--- src/rtl/axis_mul8_bridge_if.sv ---
`default_nettype none
// ============================================================================
// Module   : axis_mul8_bridge_if
// Brief    : AXI-Stream beat bundle (tdata/tvalid/tlast/tready) with
//            master and slave views.
// Revision : 1.0
// ============================================================================
interface axis_mul8_bridge_if #(
    parameter int W = 16
);
    logic [W-1:0] tdata;
    logic         tvalid;
    logic         tlast;
    logic         tready;

    modport master (output tdata, output tvalid, output tlast, input  tready);
    modport slave  (input  tdata, input  tvalid, input  tlast, output tready);
endinterface
`default_nettype wire

--- src/rtl/axis_mul8_bridge.sv ---
`default_nettype none
// ============================================================================
// Module   : axis_mul8_bridge
// Brief    : AXI-Stream wrapper around a non-stallable pipelined multiplier,
//            with credit-based admission into a show-ahead result FIFO.
//            Optional counters enabled by AXIS_MUL8_STATS_EN.
// Revision : 1.0
// ============================================================================
module axis_mul8_bridge #(
    parameter int DATA_W      = 8,
    parameter int MUL_LATENCY = 3,
    parameter int FIFO_DEPTH  = 8
) (
    input  wire                       clk,
    input  wire                       rst,
    axis_mul8_bridge_if.slave         s_axis,
    output logic                      mul_en,
    output logic [DATA_W-1:0]         mul_a,
    output logic [DATA_W-1:0]         mul_b,
    input  wire  [2*DATA_W-1:0]       mul_p,
    input  wire                       mul_valid,
    axis_mul8_bridge_if.master        m_axis,
    output logic                      err_ovf
`ifdef AXIS_MUL8_STATS_EN
    ,
    output logic [31:0]               stat_beats,
    output logic [31:0]               stat_pkts,
    output logic [31:0]               stat_stall
`endif
);

    localparam int c_PW = 2 * DATA_W;
    localparam int c_AW = $clog2(FIFO_DEPTH);
    localparam int c_UW = c_AW + 1;
    localparam int c_GW = $clog2(MUL_LATENCY + 1);

    logic [c_GW-1:0]        r_guard_cnt;
    logic [c_UW-1:0]        r_used;
    logic [MUL_LATENCY-1:0] r_last_sr;
    logic [c_UW-1:0]        r_wr_ptr;
    logic [c_UW-1:0]        r_rd_ptr;
    logic [c_PW:0]          r_mem [FIFO_DEPTH];
    logic                   r_err_ovf;

    logic                   w_guard_done;
    logic                   w_accept;
    logic                   w_pop;
    logic                   w_cap;
    logic                   w_wr;
    logic                   w_full;
    logic                   w_empty;
    logic [c_PW:0]          w_head;

    // Admission depends only on registered state, so a downstream pop frees
    // a credit one cycle later rather than through a combinational path.
    assign w_guard_done  = (r_guard_cnt == c_GW'(MUL_LATENCY));
    assign s_axis.tready = w_guard_done && (r_used < c_UW'(FIFO_DEPTH));
    assign w_accept      = s_axis.tvalid && s_axis.tready;

    assign mul_en = w_accept;
    assign mul_a  = s_axis.tdata[c_PW-1:DATA_W];
    assign mul_b  = s_axis.tdata[DATA_W-1:0];

    assign w_empty = (r_wr_ptr == r_rd_ptr);
    assign w_full  = (r_wr_ptr[c_AW] != r_rd_ptr[c_AW]) &&
                     (r_wr_ptr[c_AW-1:0] == r_rd_ptr[c_AW-1:0]);
    assign w_pop   = !w_empty && m_axis.tready;
    assign w_cap   = mul_valid && w_guard_done;
    assign w_wr    = w_cap && (!w_full || w_pop);
    assign w_head  = r_mem[r_rd_ptr[c_AW-1:0]];

    assign m_axis.tvalid = !w_empty;
    assign m_axis.tdata  = w_empty ? '0 : w_head[c_PW-1:0];
    assign m_axis.tlast  = !w_empty && w_head[c_PW];
    assign err_ovf       = r_err_ovf;

    // Guard window swallows whatever the multiplier flushes out of its own reset.
    always_ff @(posedge clk or posedge rst) begin
        if (rst) begin
            r_guard_cnt <= '0;
        end else if (!w_guard_done) begin
            r_guard_cnt <= r_guard_cnt + 1'b1;
        end
    end

    always_ff @(posedge clk or posedge rst) begin
        if (rst) begin
            r_used <= '0;
        end else begin
            case ({w_accept, w_pop})
                2'b10:   r_used <= r_used + 1'b1;
                2'b01:   r_used <= r_used - 1'b1;
                default: r_used <= r_used;
            endcase
        end
    end

    always_ff @(posedge clk or posedge rst) begin
        if (rst) begin
            r_last_sr <= '0;
        end else begin
            r_last_sr[0] <= w_accept && s_axis.tlast;
            for (int i = 1; i < MUL_LATENCY; i++) begin
                r_last_sr[i] <= r_last_sr[i-1];
            end
        end
    end

    always_ff @(posedge clk or posedge rst) begin
        if (rst) begin
            r_wr_ptr  <= '0;
            r_rd_ptr  <= '0;
            r_err_ovf <= 1'b0;
        end else begin
            if (w_wr) begin
                r_wr_ptr <= r_wr_ptr + 1'b1;
            end
            if (w_pop) begin
                r_rd_ptr <= r_rd_ptr + 1'b1;
            end
            if (w_cap && w_full && !w_pop) begin
                r_err_ovf <= 1'b1;
            end
        end
    end

    always_ff @(posedge clk) begin
        if (w_wr) begin
            r_mem[r_wr_ptr[c_AW-1:0]] <= {r_last_sr[MUL_LATENCY-1], mul_p};
        end
    end

`ifdef AXIS_MUL8_STATS_EN
    logic [31:0] r_stat_beats;
    logic [31:0] r_stat_pkts;
    logic [31:0] r_stat_stall;

    always_ff @(posedge clk or posedge rst) begin
        if (rst) begin
            r_stat_beats <= '0;
            r_stat_pkts  <= '0;
            r_stat_stall <= '0;
        end else begin
            if (w_pop) begin
                r_stat_beats <= r_stat_beats + 1'b1;
            end
            if (w_pop && m_axis.tlast) begin
                r_stat_pkts <= r_stat_pkts + 1'b1;
            end
            if (m_axis.tvalid && !m_axis.tready) begin
                r_stat_stall <= r_stat_stall + 1'b1;
            end
        end
    end

    assign stat_beats = r_stat_beats;
    assign stat_pkts  = r_stat_pkts;
    assign stat_stall = r_stat_stall;
`endif

endmodule
`default_nettype wire

--- src/flat_wrapper.sv ---
// flat-port wrapper written by rule: the top's interface ports become plain ports
module axis_mul8_bridge_flat 
#(
    parameter int DATA_W      = 8,
    parameter int MUL_LATENCY = 3,
    parameter int FIFO_DEPTH  = 8
)
  (clk, rst, mul_en, mul_a, mul_b, mul_p, mul_valid, err_ovf, s_axis_tdata, s_axis_tvalid, s_axis_tlast, s_axis_tready, m_axis_tdata, m_axis_tvalid, m_axis_tlast, m_axis_tready);
  axis_mul8_bridge_if #(.W(16)) s_axis_i ();
  axis_mul8_bridge_if #(.W(16)) m_axis_i ();
  input  wire clk;
  input  wire rst;
  output logic mul_en;
  output logic [DATA_W-1:0] mul_a;
  output logic [DATA_W-1:0] mul_b;
  input  wire  [2*DATA_W-1:0] mul_p;
  input  wire mul_valid;
  output logic err_ovf;
  input wire logic [$bits(s_axis_i.tdata)-1:0] s_axis_tdata;
  input wire logic [$bits(s_axis_i.tvalid)-1:0] s_axis_tvalid;
  input wire logic [$bits(s_axis_i.tlast)-1:0] s_axis_tlast;
  output wire logic [$bits(s_axis_i.tready)-1:0] s_axis_tready;
  output wire logic [$bits(m_axis_i.tdata)-1:0] m_axis_tdata;
  output wire logic [$bits(m_axis_i.tvalid)-1:0] m_axis_tvalid;
  output wire logic [$bits(m_axis_i.tlast)-1:0] m_axis_tlast;
  input wire logic [$bits(m_axis_i.tready)-1:0] m_axis_tready;
  assign s_axis_i.tdata = s_axis_tdata;
  assign s_axis_i.tvalid = s_axis_tvalid;
  assign s_axis_i.tlast = s_axis_tlast;
  assign s_axis_tready = s_axis_i.tready;
  assign m_axis_tdata = m_axis_i.tdata;
  assign m_axis_tvalid = m_axis_i.tvalid;
  assign m_axis_tlast = m_axis_i.tlast;
  assign m_axis_i.tready = m_axis_tready;
  axis_mul8_bridge #(.DATA_W(DATA_W), .MUL_LATENCY(MUL_LATENCY), .FIFO_DEPTH(FIFO_DEPTH)) u_core (.clk(clk), .rst(rst), .s_axis(s_axis_i), .mul_en(mul_en), .mul_a(mul_a), .mul_b(mul_b), .mul_p(mul_p), .mul_valid(mul_valid), .m_axis(m_axis_i), .err_ovf(err_ovf));
endmodule
--- config.mk ---
export PLATFORM = sky130hd
export DESIGN_NAME = axis_mul8_bridge_flat
export DESIGN_NICKNAME = d
export VERILOG_FILES = /design/src/rtl/axis_mul8_bridge_if.sv /design/src/rtl/axis_mul8_bridge.sv /design/src/flat_wrapper.sv
export SDC_FILE = /design/constraint.sdc
export NUM_CORES = 1
export LEC_CHECK = 0
export CORE_UTILIZATION = 55
export CTS_BUF_LIST = sky130_fd_sc_hd__clkbuf_16
export DETAILED_ROUTE_END_ITERATION = 8
export GPL_ROUTABILITY_DRIVEN = 0
export PLACE_DENSITY = 0.79
export SLEW_MARGIN = 20
export SYNTH_ARGS = -nofsm -noshare
export SYNTH_HDL_FRONTEND = slang
export SYNTH_SLANG_ARGS = --single-unit
--- constraint.sdc ---
create_clock -name clk -period 5.35 [get_ports clk]
set_clock_uncertainty 0.15 [all_clocks]
set_input_delay 1.07 -clock clk [delete_from_list [all_inputs] [get_ports clk]]
set_output_delay 1.07 -clock clk [all_outputs]
set_load 0.03 [all_outputs]
After elaboration in Yosys (flattened, before gate mapping)
Memories as Yosys holds them, arrays and structs flattened.
Cells that the tools add are included.
- order comparisons: 1
- multiplexer cells: 4
- add/sub/neg operators: 5
- reductions and logical operators: 15
- equal/unequal tests: 6
- operator list (kind ; count):
    $mux W16 ; 1
    $add A4 B1 Y4 const B ; 3
    $logic_and A1 B1 Y1 ; 10
    $pmux W4 S2 ; 1
    $eq A2 B2 Y1 const B ; 2
    $eq A4 B4 Y1 ; 1
    $lt A4 B4 Y1 const B ; 1
    $sub A4 B1 Y4 const B ; 1
    $eq A3 B3 Y1 ; 1
    $logic_not A1 Y1 ; 3
    $add A2 B1 Y2 const B ; 1
    $eq A2 B1 Y1 const B ; 1
    $mux W1 ; 2
    $reduce_bool A2 Y1 ; 1
    $logic_or A1 B1 Y1 ; 1
    $ne A1 B1 Y1 ; 1
- logic and storage cells: 38
- memories kept: 1
- RAM bits: 136
- output and inout bits: 37
- flip-flop bits (word level): 18
- memories (memory ; depth ; bits a word ; rd ports ; clocked after memory_dff ; wr ports ; RTL line ; RTL):
    u_core.r_mem ; 8 ; 17 ; 1 ; 0 ; 1 ; axis_mul8_bridge.sv:42 ; logic [c_PW:0] r_mem [FIFO_DEPTH];

Longest topological paths before layout
Gate-level depths: netlist of the first run.
- depth in word-level cells: 7
- depth in mapped cells: 16

Worst setup path after synthesis of the first run
OpenSTA, ideal clock, no wires.
- kind: input to register
- from: input port mul_valid
- to: memory u_core.r_mem[7][0] in the netlist's numbering (enable)
- stages on the path: 2
- arrival: 4173 ps
- slack: 533 ps
- cell sequence: nand2_1 > a2111oi_0
- longest elaborated chain between the ends: 4
- ends and longest elaborated chain (element ; RTL line ; RTL):
    start, declared ; flat_wrapper.sv:17 ; input wire mul_valid;
    $logic_and A1 B1 Y1 ; axis_mul8_bridge.sv:68 ; assign w_cap = mul_valid && w_guard_done;
    $logic_and A1 B1 Y1 ; axis_mul8_bridge.sv:69 ; assign w_wr = w_cap && (!w_full || w_pop);
    $mux W1 ; axis_mul8_bridge.sv:128 ; if (w_wr) begin
    $mux W1 (implied by the code) ; axis_mul8_bridge.sv:129 ; r_mem[r_wr_ptr[c_AW-1:0]] <= {r_last_sr[MUL_LATENCY-1], mul_p};
    end, declared ; axis_mul8_bridge.sv:42 ;
Every way passes these cells.

Worst setup path after layout of the first run
- from: register u_core.r_rd_ptr[1]
- to: output port m_axis_tdata[11]
- longest elaborated chain between the ends: 2
- elaborated cells between the ends (all ways): 3
- ends and longest elaborated chain (element ; RTL line ; RTL):
    start, declared ; axis_mul8_bridge.sv:41 ; logic [c_UW-1:0] r_rd_ptr;
    start signal, assigned ; axis_mul8_bridge.sv:119 ; r_rd_ptr <= r_rd_ptr + 1'b1;
    $mem_v2 Z8 W17 / $eq A4 B4 Y1 (equally long branches) ; -- ;
    $mux W16 (*) ; axis_mul8_bridge.sv:73 ; assign m_axis.tdata = w_empty ? '0 : w_head[c_PW-1:0];
    end, declared ; flat_wrapper.sv:23 ; output wire logic [$bits(m_axis_i.tdata)-1:0] m_axis_tdata;
Mark *: on every way between the ends. The rest lies on a longest branch, timed or not.

==> results of run 1 <==
-- metrics by stage --
step                utilization  total power [uW]  setup slack, ns  instance area (um^2)  cells
detailed placement        0.618              3430             1.43                  6780    487
CTS                       0.670              4610            0.960                  7360    519
finish                    0.670              4570             1.03                  7360    519
global placement          0.618              3380             1.47                  6780    487
global route              0.670              4770            0.819                  7360    519
floorplan                     -              2900            0.533                  6290    326
-- worst max path at each step --
| stage | endpoint | start | slack, ns | cells past startpoint |
|---|---|---|---|---|
| 6_report | m_axis_tdata[11] | u_core.r_rd_ptr[1] | 1.03 | 5 |
| 5_1_grt | m_axis_tdata[1] | u_core.r_rd_ptr[0] | 0.82 | 5 |
| 4_1_cts | m_axis_tdata[1] | u_core.r_rd_ptr[0] | 0.96 | 5 |
| 3_5_place_dp | m_axis_tdata[12] | u_core.r_rd_ptr[0] | 1.43 | 5 |
| 3_3_place_gp | m_axis_tdata[5] | u_core.r_rd_ptr[0] | 1.47 | 5 |
| 2_1_floorplan | u_core.r_mem[7][0] | mul_valid | 0.53 | 2 |
-- power groups by stage --
stage / sequential (uW) / combinational, uW / clock [uW]
2_1_floorplan: 1630 / 1270 / 0
3_3_place_gp: 1720 / 1660 / 0
3_5_place_dp: 1740 / 1690 / 0
4_1_cts: 1720 / 1710 / 1170
5_1_grt: 1740 / 1810 / 1220
6_report: 1720 / 1690 / 1160
-- layer usage --
| layer | part of all wire | global-route usage | up-vias |
|---|---|---|---|
| met3 | 0.055 | 0.0544 | 34 |
| met5 | 0.00098 | 0 | - |
| met2 | 0.53 | 0.350 | 104 |
| met4 | 0.025 | 0.112 | 2 |
| met1 | 0.39 | 0.256 | 1595 |
| li1 | - | - | 1355 |
-- layout make-up --
class / count / area, um^2 / share of cell area
inverters: 6 / 25.0 / 0.00340
clock buffers: 17 / 425 / 0.0578
flip-flops and latches: 154 / 4540 / 0.616
repair buffers: 53 / 503 / 0.0683
clock inverters: 15 / 151 / 0.0206
multi-input cells: 134 / 1550 / 0.210
well taps: 140 / 175 / 0.0238
-- cell usage after synthesis (2+ instances only) --
cell / instances / area share
mux2i_1: 17 / 0.027
nor4_1: 2 / 0.0020
xnor2_1: 7 / 0.0098
nor4b_1: 3 / 0.0042
nand3_1: 3 / 0.0024
edfxtp_1: 136 / 0.65
mux4_2: 34 / 0.12
mux2_2: 4 / 0.0072
buf_4: 18 / 0.021
ha_1: 5 / 0.010
a31oi_1: 2 / 0.0020
nor3b_1: 2 / 0.0024
buf_6: 2 / 0.0036
inv_1: 5 / 0.0030
xor2_1: 8 / 0.011
dfrtp_1: 18 / 0.072
nor2_1: 21 / 0.013
a21oi_1: 4 / 0.0032
buf_2: 5 / 0.0040
nor2b_1: 2 / 0.0020
nand2_1: 5 / 0.0030
clkbuf_1: 5 / 0.0030
-- sequential cells by signal, indices dropped and copies added, names as in the netlist --
signal,cells
u_core.r_used,4
u_core.r_wr_ptr,4
u_core.r_mem,136
u_core.r_guard_cnt,2
u_core.r_last_sr,3
u_core.err_ovf,1
u_core.r_rd_ptr,4
-- worst max-delay path, stage by stage (launching register included) --
cell and delay (ns):
dfrtp_1 0.96, xor2_1 0.19, nor3_2 0.39, and2_4 0.41, nor2_1 0.11, clkdlybuf4s50_1 0.61
-- kinds of logic after synthesis --
| family | Yosys count | share of synthesized area |
|---|---|---|
| mux | 55 | 0.156 |
| fa+ha+maj | 5 | 0.00995 |
| flops | 154 | 0.721 |
| simple gates | 47 | 0.0390 |
| compound gates | 12 | 0.0131 |
| buf+inv | 38 | 0.0398 |
| xor+xnor | 15 | 0.0209 |
==> metrics.cfg, run 1 <==
[clock_tree]
clk_transition_reported_paths_ns=0.06
cts-htree-levels=4
clk_latency_ns=0.42
cts.path.max_buffers=2
postCtsResizedCells=0
clockRootBuffer=clkbuf_16
cts_tree=yes
numClockSinks=154
cts_buffers=17
hold_buffers=0
cts_setup_buffers=0

[critical_path]
endpoint_kind=output pin
worstReg2RegEnd=u_core.r_used[2]
r2r_cells=13
crit_path_max_fanout=21
path_class=reg2out
r2r-start=u_core.r_rd_ptr[1]
arrival_ns=3.10
rrSetupSlack_ns=1.37
start_kind=flip-flop
crit_required_ns=4.13

[routing]
drtIter0Drc=201
drt_wl_total_um=11300
vias=3090
antenna_left=0
drc=0
via_per_inst=5.95
wire_per_inst_um=21.7
first_pass_iters=4

[timing]
drv_slew=0
worst_slew_pin_slew_ns=1.12
hold_slack_ns=0.200
fin_crit_ns=4.32
relSlewSlack=0.251
fmax_mhz=231
rsz0062_at_grt=no
hold_viol_final=0
setup_viol=0
finalCritPeriodShare=0.808
tns_ns=0

[finish]
n_antenna_cell=0
most-common-layout-cells=edfxtp_1 (136), clkdlybuf4s50_1 (42), mux4_2 (34)
layout-drive-gt1-share=0.245
final_common_cell=edfxtp_1
nets=409
areaGrowthSynthToFinish_pct=17.1
fillCellCount=705

[logic_synthesis]
syn_nets=369
ys_ff_latch=154
yosysWarningCount=0
async_reset_ff_frac=0.117
avgSynthCellArea_um2=19.3
ys_types=40
synthCells=326
synth-edff-count=136
ys.flop_type=edfxtp_1
seq_area_frac_synth=0.721
syn_area_mm2=0.00629

[power_and_ir_drop]
p_per_area_mw_per_mm2=621
p_int_uw=2970
leakage_uw=0.00252
swShare=0.350
power_frac_comb=0.371
p_sw_uw=1600
power.share.clock=0.254
ir_drop_mv=0.460
power_frac_seq=0.376

[global_routing]
grt_pass1_vias=3225
overflow=0
grt_first_pass_wirelength_um=17300
gr-usage-all-layers=0.211
grt_start_max_net_pins=22
antenna_found_initial=1

[die]
fp.dieArea_mm2=0.0119
pin_count=75
fp-row-count=38
coreArea_mm2=0.0110
die_width_um=109
fp.dieH_um=109
start_util=0.572

[hold_path]
min_to=u_core.r_last_sr[2]
whs_path_depth=0
hold_class=reg2reg
worstHoldStart=u_core.r_last_sr[1]

[outcome]
outcome=finished, final reports clean

[run]
max-cap-violations=0

[placement]
dp_hpwl_um=6320
io_buffers=42

Note: power is estimated with default switching activity, not from simulation.
==> run 2, diff against run 1 <==
Settings changed: CORE_UTILIZATION 55 to 50, PLACE_DENSITY 0.79 to 0.76.
Clock period 5.35 ns to 3.8 ns, I/O delays scaled along.
==> run 2 against run 1 <==
Critical path depth is the same. Via count fell by 1.2%. Worst hold slack better by 0.022 ns. Count of clock-buffer cells in the layout stayed put. Die area is 9.8% higher. Cell area increased by 1.3%. First-iteration DRC count shrank 32%. Setup slack worse by 0.72 ns. Sequential power increased by 35%. Global-route usage shrank 1.3 points. Non-clock buffer count grew 2. Largest power group is now combinational cells. Highest routed layer is now met4.
==> metrics.cfg, run 2 (synthesized netlist as in run 1, its figures left out) <==
[die]
coreArea_mm2=0.0121  ; +10%
pin_count=75  ; unchanged
fp.dieH_um=114  ; +4.8%
fp.dieArea_mm2=0.0130  ; +9.8%
start_util=0.519  ; -0.0533
fp-row-count=40  ; +5.3%
die_width_um=114  ; +4.8%

[clock_tree]
cts_tree=yes
clockRootBuffer=clkbuf_16
postCtsResizedCells=0  ; unchanged
clk_transition_reported_paths_ns=0.06  ; about the same
hold_buffers=0  ; unchanged
numClockSinks=154  ; unchanged
cts.path.max_buffers=2  ; unchanged
clk_latency_ns=0.42  ; about the same
cts-htree-levels=4  ; unchanged
cts_buffers=17  ; unchanged
cts_setup_buffers=0  ; unchanged

[timing]
relSlewSlack=0.534  ; +0.282
hold_viol_final=0  ; unchanged
drv_slew=0  ; unchanged
fin_crit_ns=3.49
finalCritPeriodShare=0.919
setup_viol=0  ; unchanged
rsz0062_at_grt=no
tns_ns=0  ; unchanged
fmax_mhz=286
worst_slew_pin_slew_ns=0.699  ; -0.423 ns

[run]
max-cap-violations=0  ; unchanged

[power_and_ir_drop]
power_frac_comb=0.383  ; +0.012
swShare=0.333  ; -0.0169
power_frac_seq=0.355  ; -0.021
leakage_uw=0.00255  ; +1.3%
p_sw_uw=2180  ; +36%
ir_drop_mv=0.544  ; +18%
p_per_area_mw_per_mm2=878  ; +41%
p_int_uw=4360  ; +47%
power.share.clock=0.262  ; +0.008

[global_routing]
gr-usage-all-layers=0.198  ; -0.0130
overflow=0  ; unchanged
grt_first_pass_wirelength_um=18000  ; +4.0%
grt_start_max_net_pins=38  ; +73%
grt_pass1_vias=3207  ; -0.56%
antenna_found_initial=0  ; -1

[routing]
drt_wl_total_um=11600  ; +2.8%
drc=0  ; unchanged
antenna_left=0  ; unchanged
met3_length_um=592  ; -3.7%
drtIter0Drc=137  ; -32%
top_layer=met4
wl_met2_um=5900  ; -0.54%
via_per_inst=5.56  ; -6.6%
wl_met1_um=4860  ; +9.6%
wire_per_inst_um=21.1  ; -2.8%
first_pass_iters=6  ; +2
vias=3052  ; -1.2%

[critical_path]
endpoint_kind=output pin
crit_path_max_fanout=37  ; +76%
crit_required_ns=2.89  ; -1.24 ns
path_class=reg2out
arrival_ns=2.58  ; -0.52 ns
start_kind=flip-flop

[finish]
n_antenna_cell=0  ; unchanged
largest_reg_flops=136  ; unchanged
nets=411  ; +0.49%
areaGrowthSynthToFinish_pct=18.6
fillCellCount=897  ; +27%
most-common-layout-cells=edfxtp_1 (136), clkdlybuf4s50_1 (42), mux4_2 (34)
final_common_cell=edfxtp_1
final_cells=549  ; +5.8%
layout-drive-gt1-share=0.241  ; -0.00391

[outcome]
outcome=finished, final reports clean

[placement]
placed_cells=517  ; +6.2%
dp_hpwl_um=6710  ; +6.2%
io_buffers=42  ; unchanged

[hold_path]
hold_class=reg2reg

[run 2: area by class of cell]
class	instances	area [um^2]	share of cell area
clock buffers	17	425	0.0571
clock inverters	15	184	0.0247
inverters	6	25.0	0.00336
multi-input cells	134	1550	0.207
flip-flops and latches	154	4540	0.608
well taps	168	210	0.0282
repair buffers	55	531	0.0712
[run 2: power groups by stage]
stage / Combinational (uW) / Clock, uW / Sequential, uW
detailed placement: 2540 / 0 / 2350
global placement: 2510 / 0 / 2330
global route: 2680 / 1810 / 2350
finish: 2500 / 1720 / 2320
floorplan: 1790 / 0 / 2290
CTS: 2550 / 1740 / 2320
[run 2: worst max-delay path, stage by stage, from the launching register on]
cell	delay, ns
dfrtp_2	0.39
buf_12	0.28
mux4_2	0.56
mux2i_1	0.23
nor2_1	0.07
clkdlybuf4s50_1	0.60
[run 2: final timing paths]
| check | start | end | slack [ns] | depth (start not counted) |
|---|---|---|---|---|
| setup / recovery | u_core.r_rd_ptr[0] | m_axis_tdata[11] | 0.31 | 5 |
| hold / removal | u_core.r_last_sr[1] | u_core.r_last_sr[2] | 0.22 | 0 |
| setup reg to reg | u_core.r_wr_ptr[0] | u_core.r_used[2] | 0.44 | 13 |
| hold reg to reg | u_core.r_last_sr[1] | u_core.r_last_sr[2] | 0.22 | 0 |
| max in group asynchronous | rst | u_core.r_rd_ptr[0] | 2.41 | 2 |
| min in group asynchronous | rst | u_core.r_used[0] | 0.61 | 2 |
[run 2: through the flow]
stage          hold WS (ns)   util  area [um^2]  setup slack, ns  total power, uW
5_1_grt               0.228  0.616         7460            0.181             6840
3_5_place_dp          0.209  0.565         6850            0.469             4890
4_1_cts               0.222  0.616         7460            0.264             6620
6_report              0.221  0.616         7460            0.308             6540
2_1_floorplan         0.181      -         6290            0.170             4080
3_3_place_gp          0.200  0.565         6850            0.604             4840
[run 2: metal layers]
| layer | global-route usage | vias to the layer above |
|---|---|---|
| met5 | 0 | - |
| met2 | 0.322 | 87 |
| li1 | - | 1361 |
| met1 | 0.244 | 1581 |
| met3 | 0.0593 | 23 |
| met4 | 0.100 | 0 |
